`config.mk`:
```
export PLATFORM = sky130hd
export DESIGN_NAME = folded_fir_ctrl
export DESIGN_NICKNAME = d
export VERILOG_FILES = /design/src/rtl/folded_fir_ctrl.sv
export SDC_FILE = /design/constraint.sdc
export NUM_CORES = 1
export LEC_CHECK = 0
export CORE_MARGIN = 4
export CORE_UTILIZATION = 30
export DETAILED_ROUTE_END_ITERATION = 8
export GPL_TIMING_DRIVEN = 1
export PLACE_DENSITY = 0.6
export REMOVE_ABC_BUFFERS = 1
export SYNTH_ARGS = -nofsm -noshare
export SYNTH_HDL_FRONTEND = slang
export SYNTH_SLANG_ARGS = --single-unit
```
`constraint.sdc`:
```
create_clock -name clk100 -period 4.2 [get_ports clk100]
set_input_delay 0.63 -clock clk100 [delete_from_list [all_inputs] [get_ports clk100]]
set_output_delay 0.63 -clock clk100 [all_outputs]
set_load 0.05 [all_outputs]
```
`src/rtl/folded_fir_ctrl.sv`:
```
// Sequencer for a folded FIR: one shared MAC walks all TAPS taps per output sample.
// Define FOLDED_FIR_ZERO_FILL_EN to mask taps whose samples have not arrived yet.
module folded_fir_ctrl #(
  parameter int TAPS   = 5,
  parameter int ADDR_W = 3
) (
  input  logic              clk100,
  input  logic              rstn,
  input  logic              in_valid,
  output logic              in_ready,
  output logic              in_ld,
  output logic              smp_we,
  output logic [ADDR_W-1:0] smp_waddr,
  output logic [ADDR_W-1:0] smp_raddr,
  output logic              tap0_byp,
  output logic [ADDR_W-1:0] coef_sel,
  output logic              zero_tap,
  output logic              acc_clr,
  output logic              acc_en,
  output logic              out_valid,
  output logic              busy
);

  localparam logic [ADDR_W-1:0] LAST = ADDR_W'(TAPS - 1);
  localparam logic [ADDR_W:0]   NT   = (ADDR_W + 1)'(TAPS);

  typedef enum logic {IDLE, MAC} state_t;

  state_t            state, state_nxt;
  logic [ADDR_W-1:0] k, k_nxt;
  logic [ADDR_W-1:0] wptr, wptr_nxt;
  logic [ADDR_W-1:0] raddr_q, raddr_c;
  logic              last;

  assign last = (k == LAST);

  always_ff @(posedge clk100 or negedge rstn) begin
    if (!rstn) begin
      state     <= IDLE;
      k         <= '0;
      wptr      <= LAST;
      raddr_q   <= '0;
      out_valid <= 1'b0;
    end else begin
      state     <= state_nxt;
      k         <= k_nxt;
      wptr      <= wptr_nxt;
      out_valid <= busy && last;
      if (busy) raddr_q <= raddr_c;
    end
  end

  always_comb begin
    state_nxt = state;
    k_nxt     = k;
    wptr_nxt  = wptr;
    busy      = (state == MAC);
    in_ready  = (state == IDLE) || last;
    in_ld     = in_valid && in_ready;
    acc_en    = busy;
    acc_clr   = busy && (k == '0);
    tap0_byp  = busy && (k == '0);
    smp_we    = busy && (k == '0);
    smp_waddr = busy ? wptr : '0;
    coef_sel  = k;
    // circular read: newest sample minus tap index, wrapping mod TAPS
    if (wptr >= k) raddr_c = wptr - k;
    else raddr_c = ADDR_W'({1'b0, wptr} + NT - {1'b0, k});
    smp_raddr = busy ? raddr_c : raddr_q;
    if (in_ld) begin
      state_nxt = MAC;
      k_nxt     = '0;
      wptr_nxt  = (wptr == LAST) ? '0 : wptr + 1'b1;
    end else if (busy) begin
      if (last) state_nxt = IDLE;
      else k_nxt = k + 1'b1;
    end
  end

`ifdef FOLDED_FIR_ZERO_FILL_EN
  logic [ADDR_W:0] fill;

  always_ff @(posedge clk100 or negedge rstn) begin
    if (!rstn) fill <= '0;
    else if (in_ld && fill != NT) fill <= fill + 1'b1;
  end

  assign zero_tap = busy && ({1'b0, k} >= fill);
`else
  assign zero_tap = 1'b0;
`endif

endmodule

```
# After elaboration in Yosys (flattened, before gate mapping)

Index checks and enable logic that the tools add are counted.

Memories kept: 0
Word-level logic and storage cells: 32
Output and inout port bits: 18
Latch bits: 0
Register bits after elaboration: 11
Input bits: 3
Bits in writable memories: 0
ROM bits: 0

Div/mod/pow operators: 0
Mux-type cells: 10
Shifts and indexed selects: 0
Reductions and logical operators: 7
Eq/ne operators: 3
Bitwise logic cells: 1
Multipliers: 0
Magnitude comparators: 1
Add/subtract/negate cells: 5

Operators by type and width:

| operator            | count |
|---|---|
| $mux 3              | 7 |
| $add 3x1->3 const B | 2 |
| $eq 3x3->1 const B  | 2 |
| $sub 3x3->3         | 2 |
| $add 3x3->3 const B | 1 |
| $ge 3x3->1          | 1 |
| $logic_and 1x1->1   | 3 |
| $logic_not 3->1     | 1 |
| $mux 1              | 3 |
| $ne 2x2->1 const B  | 1 |
| $reduce_and 2->1    | 1 |
| $reduce_bool 2->1   | 1 |
| $logic_or 1x1->1    | 1 |
| $not 1->1           | 1 |

# Depth between registers and ports, before layout

Depth in word-level cells: 5
Depth in mapped cells: 7
Mapped depth without buffers: 7

# Worst setup path before layout

Ideal clock, no wire load.

Kind: register to output
Start: register k[1] (netlist: coef_sel[1])
End: output smp_raddr[2]
Path buffers: 0
Arrival: 2.356 ns
Stages on the path, launching flop included: 8
Slack: 1.214 ns
Data required time: 3.570 ns
Cells stage by stage: dfrtp_1 inv_1 ha_1 inv_1 ha_1 xnor2_1 o311a_1 o221ai_2

Word-level cells in the longest chain between the ends: 3
Elaborated cells on any way between the ends: 5
Those cells by class: add/sub: 2; order compare: 1; mux: 2

Ends and longest elaborated chain:

| item                                      | line | RTL |
|---|---|---|
| start: declaration                        | 30   | `logic [ADDR_W-1:0] k, k_nxt;` |
| start signal: assignment                  | 46   | `k <= k_nxt;` |
| $sub 3x3->3, or another cell as far along | 68   | `else raddr_c = ADDR_W'({1'b0, wptr} + NT - {1'b0, k});` |
| $mux 3 *                                  | 67   | `if (wptr >= k) raddr_c = wptr - k;` |
| $mux 3 *                                  | 69   | `smp_raddr = busy ? raddr_c : raddr_q;` |
| end: declaration                          | 14   | `output logic [ADDR_W-1:0] smp_raddr,` |

Every way passes the cells marked *; elsewhere a longest branch is shown, timed or not.

# Worst setup path after layout

Start: register wptr[0]
End: output smp_raddr[2]

Word-level cells in the longest chain between the ends: 4
Elaborated cells on any way between the ends: 6
Those cells by class: add/sub: 3; order compare: 1; mux: 2

Ends and longest elaborated chain:

| item                     | line | RTL |
|---|---|---|
| start: declaration       | 31   | `logic [ADDR_W-1:0] wptr, wptr_nxt;` |
| start signal: assignment | 47   | `wptr <= wptr_nxt;` |
| $add 3x3->3              | 68   |  |
| $sub 3x3->3              | 68   |  |
| $mux 3 *                 | 67   |  |
| $mux 3 *                 | 69   |  |

Marks and branches as above.

==> impl_metrics.ini <==
[clocking]
post_cts_resized = 0
cts_root_buf = clkbuf_4
h-tree-depth = 1
cts_tree = yes
cts_hold_buf = 0
cts_setup_buffers = 0
cts_made_buffers = 3
clock_sinks = 11
cts_buffer_depth = 2
clk_latency_ns = 0.27
path_clk_slew_ns = 0.08

[sta]
worst_slew_pin_slew_ns = 0.5288
final.setup.tns_ns = 0
finalMaxSlewViolations = 0
fmax_mhz = 281.9
grt_setup_unrepaired = no
finClkSkew_ns = 0.003749
finalSetupViolations = 0
relSlewSlack_pct = 64.64
period_share_pct = 84.47
setup_ws_ns = 0.6522
finalHoldViolCount = 0
finalCriticalPeriod_ns = 3.548

[floorplanning]
die_area_um2 = 3598
die-width_um = 59.99
core_area_um2 = 2522
fp-row-count = 18
ios = 21
die_height_um = 59.99
start_util_pct = 32.14

[global_route]
grt_max_degree = 19
gr-total-overflow = 0
track_usage_pct = 10.58
grt_pass1_vias = 624
grt_pass1_wl_um = 2801
antenna_found_initial = 0

[drt]
drt_pass1_iterations = 4
wire_per_inst_um = 12.70
vias = 640
antenna_left = 0
drc_errors = 0
viasPerCell = 4.923
routed_wirelength_um = 1651
first_iter_violations = 7

[place]
gp_congestion = 0.7589
place_hpwl_um = 1334
placed_area_um2 = 1003
portBuffers = 19
dp_slack_ns = 0.9618

[worst_setup_path]
reg2reg_from = wptr[0]
cp_max_fo = 5
reg2reg_depth = 6
critPathSlowestCell = clkdlybuf4s50_1
cpPeakStageDelay_ns = 0.83
cp.depth = 7
worst-path-buf-inv = 2
rr_endpoint = raddr_q[2]
worst-r2r-setup-slack_ns = 2.30
crit_family = buffers and inverters
path_class = flip-flop to output port
path_cells = inv_1 -> ha_1 -> fa_1 -> or3b_1 -> o311a_1 -> o221ai_2 -> clkdlybuf4s50_1
cp-start-kind = flip-flop
cp_data_arrival_time_ns = 2.92
critPathRequiredTime_ns = 3.57
worst_setup_path_end_kind = output port

[worst_hold_path]
hold_class = flip-flop to flip-flop
worst_hold_startpoint = wptr[2]
min_to = wptr[2]
worstHoldPathCells = 1

[logic_synthesis]
synth.distinct_cells = 34
synthFlopType = dfrtp_1
async_flop_share_pct = 100.0
netlist_top_cells_area = dfrtp_1 (31%), ha_1 (15%), inv_1 (4.6%)
yosysWarnings = 0
syn-cell-area_um2 = 810.8
synth_seq_cells = 11
ys_top_cells_by_count = dfrtp_1 (10), ha_1 (10), inv_1 (10)
synth_edf_count = 0
yosysSeqAreaShare_pct = 34.10
synth_top_cell_area_share_pct = 30.86
synth_cells = 82
syn_area_per_cell_um2 = 9.888
yosysTopAreaCell = dfrtp_1

[final_layout]
fin_area_um2 = 1031
drive_gt1_share_pct = 10.00
final_nets = 115
area_growth_syn_to_layout_pct = 27.16
antenna_cells = 0

[outcome]
status = complete, no violations

[flow_run]
maxCapViolations = 0
cells in the final DEF (no fill, tap or decap), drive strengths merged, types with 2 or more instances in the layout:
master,Yosys,final
clkdlybuf4s50,0,19
o211ai,2,2
a21oi,2,2
dfrtp,10,10
mux2,2,2
nand2,5,5
o2111ai,2,2
nor2,6,6
inv,11,11
ha,10,10
clkbuf,0,3
nand2b,3,3
o21a,3,3
o21ai,2,2
o221ai,3,3
registers in the layout, indices dropped and copies added, names as in the netlist:
register,cells
raddr_q,3
coef_sel,3
wptr,3
acc_en,1
out_valid,1
worst max path at each step:
stage,startpoint,to,slack [ns]
global route,wptr[0],smp_raddr[2],0.52
detailed placement,wptr[0],smp_raddr[2],0.96
global placement,wptr[0],smp_raddr[2],0.96
finish,wptr[0],smp_raddr[2],0.65
CTS,wptr[0],smp_raddr[2],0.64
floorplan,acc_en,acc_clr,0.40
final cells by class:
cell class              count  area, um^2
fillers                   260        1491
clock buffers               3       22.52
inverters                  11       41.29
clock inverters             1       5.005
multi-input cells          55       457.9
flip-flops and latches     11       276.5
repair buffers             19       190.2
well taps                  30       37.54
logic make-up (layout without fill, tap and decap cells):
| group | after synthesis | after routing | synth area share [%] |
|---|---|---|---|
| AND/OR/NAND/NOR | 21 | 21 | 14.35 |
| AO/OA/AOI/OAI | 19 | 19 | 19.91 |
| buffers and inverters | 16 | 34 | 9.413 |
| adder cells (fa/ha/maj) | 11 | 11 | 17.90 |
| flip-flops | 11 | 11 | 34.11 |
| multiplexers | 2 | 2 | 2.778 |
| other | 1 | 1 | 0.4625 |
| XOR/XNOR | 1 | 1 | 1.080 |
per-stage QoR:
stage | hold WS (ns) | utilization [%] | instances
global route | 0.5407 | 40.87 | 130
floorplan | 0.3344 | - | 77
CTS | 0.5306 | 40.87 | 130
global placement | 0.5128 | 39.78 | 126
detailed placement | 0.5158 | 39.78 | 126
finish | 0.5292 | 40.87 | 130
metal layers:
metal | up-vias | share of wire (%) | GRT usage, % | routed length (um)
met2 | 20 | 46 | 17.44 | 767
met3 | 0 | 7.1 | 4.752 | 118
met4 | 0 | 0 | 0.9494 | 0
met1 | 303 | 46 | 13.18 | 765
li1 | 317 | - | - | -
met5 | - | 0 | 0 | 0
worst reg2reg max path, stage by stage (launching register included):
cell and delay [ns]:
dfrtp_1 0.42, inv_1 0.10, ha_1 0.22, fa_1 0.40
or3b_1 0.36, o311a_1 0.14, o221ai_2 0.17
Power is not shown: default switching activity piles up to over one toggle a cycle in this logic, so the estimate is an artifact.
